--- src/rtl/s_packer_pkg.sv ---
// Shared constants for the query-sequence packer: default chunk geometry and
// the 2-bit base encoding used on the host stream.
package s_packer_pkg;

  localparam int PE_ARRAY_SIZE_DEF     = 64;
  localparam int PE_ARRAY_SIZE_LOG_DEF = 6;

  localparam logic [1:0] BASE_A = 2'd0;
  localparam logic [1:0] BASE_C = 2'd1;
  localparam logic [1:0] BASE_G = 2'd2;
  localparam logic [1:0] BASE_T = 2'd3;

endpackage

--- src/rtl/s_chunk_buffer.sv ---
// Two-slot ping-pong store: one slot fills from the base stream while the
// other waits to be issued as a chunk.
module s_chunk_buffer
  import s_packer_pkg::*;
#(
  parameter int PE_ARRAY_SIZE     = PE_ARRAY_SIZE_DEF,
  parameter int PE_ARRAY_SIZE_LOG = PE_ARRAY_SIZE_LOG_DEF
) (
  input  logic                           clk,
  input  logic                           rst_n,
  input  logic                           wr_en,
  input  logic [1:0]                     wr_base,
  input  logic                           wr_last,
  input  logic                           rd_en,
  output logic                           wr_ready,
  output logic                           head_full,
  output logic                           head_last,
  output logic [PE_ARRAY_SIZE*2-1:0]     head_data,
  output logic [PE_ARRAY_SIZE_LOG:0]     head_cnt
);

  localparam int CW = PE_ARRAY_SIZE_LOG + 1;
  localparam logic [CW-1:0] CNT_MAX = CW'(PE_ARRAY_SIZE);

  logic [PE_ARRAY_SIZE*2-1:0] data_q [2];
  logic [CW-1:0]              cnt_q  [2];
  logic [1:0]                 last_q;
  logic [1:0]                 full_q;
  logic                       wptr_q;
  logic                       rptr_q;
  logic [CW-1:0]              cnt_nxt;
  logic                       close;

  assign cnt_nxt = cnt_q[wptr_q] + CW'(1);
  assign close   = (cnt_nxt == CNT_MAX) || wr_last;

  // A write only targets a non-full slot and a read only a full one, so the
  // two ports never touch the same slot in one cycle.
  always_ff @(posedge clk) begin
    if (!rst_n) begin
      for (int i = 0; i < 2; i++) begin
        data_q[i] <= '0;
        cnt_q[i]  <= '0;
      end
      last_q <= '0;
      full_q <= '0;
      wptr_q <= 1'b0;
      rptr_q <= 1'b0;
    end else begin
      if (wr_en) begin
        for (int k = 0; k < PE_ARRAY_SIZE; k++) begin
          if (cnt_q[wptr_q] == CW'(k)) data_q[wptr_q][2*k +: 2] <= wr_base;
        end
        cnt_q[wptr_q] <= cnt_nxt;
        if (close) begin
          full_q[wptr_q] <= 1'b1;
          last_q[wptr_q] <= wr_last;
          wptr_q         <= ~wptr_q;
        end
      end
      if (rd_en) begin
        data_q[rptr_q] <= '0;
        cnt_q[rptr_q]  <= '0;
        full_q[rptr_q] <= 1'b0;
        last_q[rptr_q] <= 1'b0;
        rptr_q         <= ~rptr_q;
      end
    end
  end

  assign wr_ready  = rst_n && !full_q[wptr_q];
  assign head_full = full_q[rptr_q];
  assign head_last = last_q[rptr_q];
  assign head_data = data_q[rptr_q];
  assign head_cnt  = cnt_q[rptr_q];

endmodule

--- src/rtl/s_packer.sv ---
// Packs the host base stream into PE-array-wide chunks and hands one chunk
// to the data processor per request, with a base count marking the tail.
module s_packer
  import s_packer_pkg::*;
#(
  parameter int PE_ARRAY_SIZE     = PE_ARRAY_SIZE_DEF,
  parameter int PE_ARRAY_SIZE_LOG = PE_ARRAY_SIZE_LOG_DEF
) (
  input  logic                       clk,
  input  logic                       rst_n,
  input  logic                       i_base_valid,
  input  logic [1:0]                 i_base,
  input  logic                       i_base_last,
  output logic                       o_base_ready,
  input  logic                       i_request_s,
  output logic [PE_ARRAY_SIZE*2-1:0] o_s,
  output logic [PE_ARRAY_SIZE_LOG:0] o_s_valid,
  output logic                       o_s_ack
);

  localparam int CW = PE_ARRAY_SIZE_LOG + 1;
  localparam logic [CW-1:0] CNT_MAX = CW'(PE_ARRAY_SIZE);

  typedef enum logic [1:0] {IDLE, WAIT, TERM} state_e;

  state_e                     state_q, state_d;
  logic                       issue;
  logic                       term_ack;
  logic                       head_full;
  logic                       head_last;
  logic [PE_ARRAY_SIZE*2-1:0] head_data;
  logic [CW-1:0]              head_cnt;
  logic [PE_ARRAY_SIZE*2-1:0] s_p1;
  logic [CW-1:0]              s_valid_p1;
  logic                       ack_p1;

  s_chunk_buffer #(
    .PE_ARRAY_SIZE     (PE_ARRAY_SIZE),
    .PE_ARRAY_SIZE_LOG (PE_ARRAY_SIZE_LOG)
  ) u_buf (
    .clk       (clk),
    .rst_n     (rst_n),
    .wr_en     (i_base_valid && o_base_ready),
    .wr_base   (i_base),
    .wr_last   (i_base_last),
    .rd_en     (issue),
    .wr_ready  (o_base_ready),
    .head_full (head_full),
    .head_last (head_last),
    .head_data (head_data),
    .head_cnt  (head_cnt)
  );

  always_comb begin
    state_d  = state_q;
    issue    = 1'b0;
    term_ack = 1'b0;
    unique case (state_q)
      IDLE: if (i_request_s) begin
        if (head_full) issue = 1'b1;
        else           state_d = WAIT;
      end
      WAIT: if (head_full) issue = 1'b1;
      TERM: if (i_request_s) begin
        term_ack = 1'b1;
        state_d  = IDLE;
      end
      default: state_d = IDLE;
    endcase
    // A full-length final chunk owes the consumer an empty terminator chunk.
    if (issue) state_d = (head_cnt == CNT_MAX && head_last) ? TERM : IDLE;
  end

  // Stage p1: registered chunk output
  always_ff @(posedge clk) begin
    if (!rst_n) begin
      state_q    <= IDLE;
      s_p1       <= '0;
      s_valid_p1 <= '0;
      ack_p1     <= 1'b0;
    end else begin
      state_q <= state_d;
      ack_p1  <= issue || term_ack;
      if (issue) begin
        s_p1       <= head_data;
        s_valid_p1 <= head_cnt;
      end else if (term_ack) begin
        s_p1       <= '0;
        s_valid_p1 <= '0;
      end
    end
  end

  assign o_s       = s_p1;
  assign o_s_valid = s_valid_p1;
  assign o_s_ack   = ack_p1;

endmodule

--- config.mk ---
export PLATFORM = sky130hd
export DESIGN_NAME = s_packer
export DESIGN_NICKNAME = d
export VERILOG_FILES = /design/src/rtl/s_packer_pkg.sv /design/src/rtl/s_chunk_buffer.sv /design/src/rtl/s_packer.sv
export SDC_FILE = /design/constraint.sdc
export NUM_CORES = 1
export LEC_CHECK = 0
export CORE_MARGIN = 2
export CORE_UTILIZATION = 45
export DETAILED_ROUTE_END_ITERATION = 6
export GPL_TIMING_DRIVEN = 0
export REMOVE_ABC_BUFFERS = 1
export SLEW_MARGIN = 20
export SYNTH_ARGS = -nofsm -noshare
export SYNTH_HDL_FRONTEND = slang
export SYNTH_SLANG_ARGS = --single-unit
--- constraint.sdc ---
create_clock -name clk -period 3.1 [get_ports clk]
set_clock_uncertainty 0.05 [all_clocks]
set_input_delay 0.93 -clock clk [delete_from_list [all_inputs] [get_ports clk]]
set_output_delay 0.93 -clock clk [all_outputs]
set_load 0.05 [all_outputs]
==> results_dict.tcl, run 1 <==
set metrics [dict create \
    synth_ff_type "dfxtp_1" \
    n_fill_cell 3421 \
    num_io_pins 144 \
    max_freq_ghz 0.340 \
    synth.most_common_cell "dfxtp_1" \
    hold_end "o_s[74]" \
    core-area_um2 38600 \
    ant_nets 0 \
    clock_latency_ns 0.57 \
    hold_viol 0 \
    grt_setup_unrepaired "no" \
    slowest_delay_ns 0.32 \
    routed_wl_um 49500 \
    final_util_pct 56.7 \
    grt_max_degree 109 \
    worstSetupPathType "in -> out" \
    route.detailed.drc 0 \
    cts_tree "built" \
    drtPass1Iterations 6 \
    critPathLaunchType "input port" \
    io_buffers 143 \
    cts_sinks 416 \
    viasPerCell 5.84 \
    placed_area_um2 20100 \
    fin_ws_ns 0.161 \
    peakVddDrop_mv 0.383 \
    timing.rr.end "u_buf.last_q[1]" \
    fin_nets 2060 \
    hpwl_um 30700 \
    wl_per_cell_um 19.0 \
    cts_htree_levels 2 \
    dr_total_vias 15200 \
    worst_slew_pin_slew_ns 0.756 \
    area_growth_pct 24.5 \
    grt_pass1_wl_um 78700 \
    r2r_cells 7 \
    hold_buffers 0 \
    grtUsageTotal_pct 23.5 \
    cp_cell_sequence "buf_16 -> buf_16 -> o211a_4 -> buf_6" \
    reg2reg_slack_ns 0.19 \
    crit_arrival_ns 1.96 \
    holdPathStages 1 \
    mappedNetlistArea_um2 17600 \
    min_from "o_s[74]" \
    final.period_utilization_pct 94.8 \
    die_area_um2 40700 \
    endpoint_kind "output port" \
    relSlewSlack_pct 49.5 \
    synth_commonest_cells "416 x dfxtp_1, 277 x a21oi_1, 266 x nand2_1, 249 x o211ai_1, 172 x clkbuf_1" \
    synthesis.instances 1984 \
    cts_buffers 46 \
    synth_area_leaders "dfxtp_1 47%, o211ai_1 11%, mux2i_1 8.0%" \
    ys_types 53 \
    clockBufferDepth 3 \
    die_w_um 202 \
    synthArstFlopShare_pct 0 \
    clk_pin_slew_ns 0.06 \
    cp.required_ns 2.12 \
    slowest_stage "buf_16" \
    path_common_cell "buf_16" \
    leakagePower_uw 0.00682 \
    maxSlewViolCount 0 \
    p_per_area_nw_per_um2 552 \
    gp_congestion 0.775 \
    dp_slack_ns -1.19 \
    syn_avg_cell_area_um2 8.86 \
    die_h_um 202 \
    finalSetupViolations 0 \
    antenna_found_initial 0 \
    finalInstanceArea_um2 21900 \
    grt_pass1_vias 14300 \
    gr-total-overflow 0 \
    fin_crit_ns 2.94 \
    ys_seq_area_share_pct 47.4 \
    synth_edf_count 0 \
    outcome "finished, final reports clean" \
    hold_path_class "reg -> reg" \
    yosysTopAreaCell "dfxtp_1" \
    ys_ff_latch 416 \
    crit_path_max_fanout 83 \
    yosys.area.top_type_share_pct 47.4 \
    drive_gt1_share_pct 10.3 \
    start_util_pct 45.5 \
    yosys_warnings 0 \
    antenna_cells 0 \
    detailedRoute.firstIterationViolations 1128 \
    row_count 72 \
    root_buffer "clkbuf_16" \
    maxCapViolations 0 \
]
stage by stage:
step / hold WS, ns / cells / total power [µW] / setup TNS (ns)
after CTS: 0.415 / 2598 / 12200 / 0
final: 0.409 / 2604 / 12100 / 0
after global routing: 0.428 / 2604 / 12400 / 0
after floorplan: 0.397 / 1768 / 5780 / -981.08
after global placement: 0.395 / 2429 / 6040 / -6166.58
after detailed placement: 0.396 / 2509 / 6100 / -204.57
flip-flops by register name, indices dropped and copies added, names as in the netlist, named ones only:
signal        flops
u_buf.full_q      2
u_buf.rptr_q      1
o_s_valid         7
o_s             128
u_buf.wptr_q      1
u_buf.last_q      2
u_buf.data_q    256
state_q           2
u_buf.cnt_q      14
o_s_ack           1
where the power goes:
group	internal, µW	switching [µW]	total (µW)
combinational	187	416	604
sequential	5360	33.9	5400
clock	3820	2260	6080
total	9370	2710	12100
logic make-up after synthesis:
| kind of cell | share of synthesized area [%] |
|---|---|
| buffers and inverters | 5.01 |
| and+or+nand+nor | 11.6 |
| AOI/OAI and AO/OA | 27.2 |
| DFF | 47.4 |
| muxes | 8.44 |
| xor gates and xnor gates | 0.142 |
| adders and majority gates | 0.285 |
area by class of cell:
| cell class | count | area (µm²) | share of cell area, % |
|---|---|---|---|
| Inverter | 5 | 18.8 | 0.0857 |
| Sequential cell | 416 | 8330 | 38.1 |
| Multi-Input combinational cell | 1347 | 8500 | 38.8 |
| Clock buffer | 69 | 1450 | 6.63 |
| Tap cell | 518 | 648 | 2.96 |
| Clock inverter | 16 | 262 | 1.19 |
| Timing Repair Buffer | 233 | 2680 | 12.3 |
critical path, delay by kind of cell:
| kind | cells | cell delay [ns] |
|---|---|---|
| AO/OA/AOI/OAI | 1 | 0.24 |
| buffers and inverters | 3 | 0.72 |
cells in the final DEF, fill, tap and decap left out, drive strengths merged, types with 6 or more instances in the layout:
cell type,count
o21ai,20
dfxtp,416
bufinv,7
clkbuf,70
a21oi,277
a211oi,8
o2bb2ai,134
nor3,6
clkdlybuf4s50,139
nand2,266
inv,6
nor2,134
clkinv,7
nand3,50
o211ai,252
mux2i,141
buf,93
worst max path at each step:
stage	from	to	slack [ns]	cells after the start
after floorplan	rst_n	u_buf.cnt_q[1][0]	-2.69	4
final	rst_n	o_base_ready	0.16	4
after global routing	flip-flop	u_buf.last_q[1]	0.04	7
after detailed placement	rst_n	u_buf.data_q[0][53]	-1.19	10
after CTS	rst_n	o_base_ready	0.03	4
after global placement	rst_n	o_s[77]	-15.85	3
what timing repair did:
action	4_1_cts	5_1_grt
gates resized for setup	13	1
endpoints found under the setup margin	231	13
pin swaps	2	2
setup buffers	4	5
cloned	0	1
per-layer routing:
layer  vias up  routed length, µm  global-route usage (%)
li1       7364                  -                       -
met1      7331              22700                    32.7
met2       426              23100                    37.9
met3        82               2380                    2.95
met4         0               1240                    7.96
met5         -                  0                       0
Power figures use the tool's default switching activity.
==> inputs of run 2 (changes only) <==
Settings changed: CAP_MARGIN set to 30, GPL_TIMING_DRIVEN 0 to not set.
==> results_dict.tcl, run 2 (synthesis gave the netlist of run 1 again) <==
set metrics [dict create \
    max_freq_ghz 0.353 \
    grt_setup_unrepaired "no" \
    largest_register_ffs 256 \
    wl_per_cell_um 18.7 \
    critPathLaunchType "flip-flop" \
    start_util_pct 45.5 \
    comb_power_share_pct 5.0 \
    layout.cells.non_filler 2557 \
    hpwl_um 28100 \
    ant_nets 0 \
    final_common_cell "dfxtp_1" \
    endpoint_kind "output port" \
    finalInstanceArea_um2 20900 \
    antenna_cells 0 \
    p_seq_share_pct 49.2 \
    post_cts_buffers 0 \
    die_area_um2 40700 \
    drive_gt1_share_pct 7.45 \
    root_buffer "clkbuf_16" \
    cts_htree_levels 2 \
    die_w_um 202 \
    hold_viol 0 \
    slowest_delay_ns 0.85 \
    final_util_pct 54.2 \
    cp_cell_sequence "clkdlybuf4s50_1" \
    cts_resized 0 \
    viasPerCell 5.82 \
    fin_crit_ns 2.84 \
    placed_cells 2481 \
    slowest_stage "clkdlybuf4s50_1" \
    drtPass1Iterations 5 \
    grt_max_degree 203 \
    crit_arrival_ns 1.86 \
    gp_congestion 0.840 \
    regArea_um2 8330 \
    grt_pass1_vias 14300 \
    cts_buffers 45 \
    grtUsageTotal_pct 23.3 \
    detailedRoute.firstIterationViolations 1032 \
    cts_tree "built" \
    core-area_um2 38600 \
    grt_pass1_wl_um 77700 \
    switching_share_pct 23.0 \
    die_h_um 202 \
    routed_wl_um 47800 \
    num_io_pins 144 \
    gr-total-overflow 0 \
    relSlewSlack_pct 29.6 \
    p_int_uw 8450 \
    peakVddDrop_mv 0.382 \
    tns_ns 0 \
    maxCapViolations 0 \
    placed_area_um2 19500 \
    p_per_area_nw_per_um2 524 \
    outcome "finished, final reports clean" \
    finalSetupViolations 0 \
    dr_total_vias 14900 \
    cp.required_ns 2.12 \
    clockBufferDepth 3 \
    cts_sinks 416 \
    worstSetupPathType "reg -> out" \
    p_total_uw 11000 \
    path_buf_inv 1 \
    clk_pin_slew_ns 0.06 \
    antenna_found_initial 0 \
    multi_input_area_um2 8440 \
    worst_slew_pin_slew_ns 1.06 \
    maxSlewViolCount 0 \
    clockPowerShare_pct 45.8 \
    final.period_utilization_pct 91.5 \
    crit_path_max_fanout 2 \
    n_fill_cell 3459 \
    cp_top_family "buffers and inverters" \
    clock_latency_ns 0.57 \
    route.detailed.drc 0 \
    regMostFlops "u_buf.data_q" \
    leakagePower_uw 0.00640 \
    hold_buffers 0 \
    fin_nets 2027 \
    layout_common_cells "415 x dfxtp_1, 277 x a21oi_1, 265 x nand2_1, 249 x o211ai_1, 140 x mux2i_1" \
    p_switching_uw 2530 \
    area_growth_pct 19.1 \
    io_buffers 143 \
    hold_path_class "reg -> reg" \
    row_count 72 \
]
-- run 2: final timing paths --
path                  start              end  slack [ns]  cells past startpoint
setup / recovery   o_s[109]         o_s[109]        0.26                      1
hold / removal      o_s[26]          o_s[26]        0.41                      1
setup reg to reg  flip-flop  u_buf.last_q[1]        0.36                      7
hold reg to reg     o_s[26]          o_s[26]        0.41                      1
-- run 2: final cells by class --
type	instances	share of cell area [%]
tap	518	3.09
timing repair buffer	201	10.2
sequential	416	39.8
inverter	5	0.0896
clock inverter	7	0.239
multi-input combinational	1347	40.3
clock buffer	63	6.28
-- run 2: routing by layer --
layer / global-route usage (%) / wire, µm / part of all wire, %
met1: 31.7 / 22000 / 46
met3: 3.16 / 2030 / 4.2
met4: 7.77 / 1080 / 2.3
met5: 0 / 0 / 0
met2: 38.3 / 22700 / 47
-- run 2: stage by stage --
| step | hold WS (ns) | setup slack [ns] |
|---|---|---|
| floorplan | 0.397 | -2.69 |
| global placement | 0.393 | 0.230 |
| detailed placement | 0.395 | 0.189 |
| CTS | 0.414 | 0.258 |
| global route | 0.427 | 0.158 |
| finish | 0.408 | 0.263 |
-- run 2: power groups by stage --
stage | logic, µW | clock network, µW | registers (µW)
2_1_floorplan | 247 | 0 | 5530
3_3_place_gp | 531 | 0 | 5510
3_5_place_dp | 535 | 0 | 5520
4_1_cts | 535 | 5160 | 5400
5_1_grt | 594 | 5370 | 5400
6_report | 551 | 5030 | 5400
==> inputs of run 3 (changes only) <==
Settings changed: GPL_TIMING_DRIVEN set to 0.
==> results_dict.tcl, run 3 (synthesis gave the netlist of run 1 again) <==
set metrics [dict create \
    hpwl_um 30700 \
    die_area_um2 40700 \
    peakVddDrop_mv 0.318 \
    hold_end "o_s[46]" \
    final.period_utilization_pct 95.5 \
    finalSetupViolations 0 \
    r2r_cells 7 \
    crit_path_max_fanout 83 \
    start_util_pct 45.5 \
    hold_viol 0 \
    wl_per_cell_um 19.0 \
    cp_cell_sequence "buf_16 -> buf_16 -> o211a_4 -> buf_4" \
    clk_pin_slew_ns 0.06 \
    final_common_cell "dfxtp_1" \
    p_total_uw 11400 \
    final_util_pct 55.9 \
    p_int_uw 8790 \
    antenna_found_initial 0 \
    grt_max_degree 109 \
    switching_share_pct 22.6 \
    layout_common_cells "414 x dfxtp_1, 277 x a21oi_1, 265 x nand2_1, 249 x o211ai_1, 140 x mux2i_1" \
    dp_slack_ns -1.21 \
    fin_ws_ns 0.139 \
    n_fill_cell 3461 \
    clock_latency_ns 0.56 \
    outcome "finished, final reports clean" \
    grtUsageTotal_pct 23.4 \
    detailedRoute.firstIterationViolations 1033 \
    reg2reg_slack_ns 0.35 \
    row_count 72 \
    critPathLaunchType "input port" \
    viasPerCell 5.86 \
    largest_register_ffs 256 \
    root_buffer "clkbuf_16" \
    holdPathStages 1 \
    gr-total-overflow 0 \
    route.detailed.drc 0 \
    comb_power_share_pct 5.4 \
    io_buffers 143 \
    clockPowerShare_pct 47.2 \
    p_seq_share_pct 47.5 \
    maxSlewViolCount 0 \
    leakagePower_uw 0.00668 \
    gp_congestion 0.775 \
    path_common_cell "buf_16" \
    regMostFlops "u_buf.data_q" \
    slowest_delay_ns 0.31 \
    max_freq_ghz 0.338 \
    path_buf_inv 3 \
    timing.rr.end "u_buf.last_q[1]" \
    worst_slew_pin_slew_ns 0.853 \
    drive_gt1_share_pct 9.46 \
    routed_wl_um 49100 \
    die_h_um 202 \
    area_growth_pct 22.9 \
    worstSetupPathType "in -> out" \
    cp.required_ns 2.12 \
    cts_buffers 45 \
    grt_setup_unrepaired "no" \
    fin_crit_ns 2.96 \
    cp_top_family "buffers and inverters" \
    maxCapViolations 0 \
    p_switching_uw 2570 \
    min_from "o_s[46]" \
    antenna_cells 0 \
    cts_tree "built" \
    crit_arrival_ns 1.98 \
    hold_path_class "reg -> reg" \
    relSlewSlack_pct 43.2 \
    drtPass1Iterations 5 \
    grt_pass1_vias 14300 \
    core-area_um2 38600 \
    p_per_area_nw_per_um2 526 \
    endpoint_kind "output port" \
    grt_pass1_wl_um 77900 \
    cts_sinks 416 \
    num_io_pins 144 \
    dr_total_vias 15200 \
    slowest_stage "buf_16" \
    clockBufferDepth 3 \
    cts_htree_levels 2 \
    hold_buffers 0 \
    die_w_um 202 \
    fin_nets 2056 \
    ant_nets 0 \
]
## run 3: cell count changes in the layout (fill, tap and decap cells not counted), sizes merged
cell	change
clkbuf	+2
buf	+29
clkinv	-2
clkinvlp	+1
bufinv	+4
inv	-1
## run 3: layout make-up
class	instances	area, µm²	share of cell area, %
Multi-Input combinational cell	1347	8500	39.3
Sequential cell	416	8330	38.5
Timing Repair Buffer	230	2660	12.3
Clock buffer	65	1310	6.07
Tap cell	518	648	3.00
Clock inverter	9	148	0.683
Inverter	5	18.8	0.0868
## run 3: worst reg2reg max path, cell delays in order (launching register included)
cell,delay (ns)
dfxtp_2,0.56
mux2i_1,0.50
inv_1,0.13
ha_1,0.34
o2111a_1,0.21
xnor2_2,0.30
o211ai_2,0.20
o311a_1,0.35
## run 3: power by group through the flow
stage	Combinational [µW]	Clock, µW	Sequential [µW]
global route	648	5690	5390
CTS	599	5470	5390
finish	608	5360	5390
floorplan	247	0	5530
global placement	497	0	5550
detailed placement	589	0	5510
## run 3: what timing repair did
item                       CTS  global route
pin swaps                    1             2
setup buffers                4             1
cloned                       0             1
setup endpoints to repair  215            32
resized for setup           11             1
## run 3: routing by layer
layer / GRT usage, % / vias to the layer above / share of wire [%]
li1: - / 7368 / -
met1: 32.4 / 7322 / 46
met2: 37.9 / 413 / 46
met3: 3.26 / 76 / 5.1
met4: 7.17 / 0 / 2.4
met5: 0 / - / 0
## run 3: how the worst max path moves through the flow
| stage | from | slack [ns] | to | depth (start not counted) |
|---|---|---|---|---|
| after floorplan | rst_n | -2.69 | u_buf.cnt_q[1][0] | 4 |
| after global placement | rst_n | -15.85 | o_s[77] | 3 |
| after detailed placement | rst_n | -1.21 | u_buf.data_q[0][53] | 10 |
| after CTS | rst_n | -0.02 | o_base_ready | 4 |
| after global routing | rst_n | 0.07 | o_base_ready | 4 |
| final | rst_n | 0.14 | o_base_ready | 4 |
## run 3: through the flow
step,cells,area (µm²),setup TNS (ns),hold WS [ns]
after floorplan,1768,16700,-981.08,0.397
after global placement,2429,18800,-6166.58,0.395
after detailed placement,2510,20100,-208.90,0.395
after CTS,2588,21600,-0.0179,0.413
after global routing,2590,21600,0,0.427
final,2590,21600,0,0.407
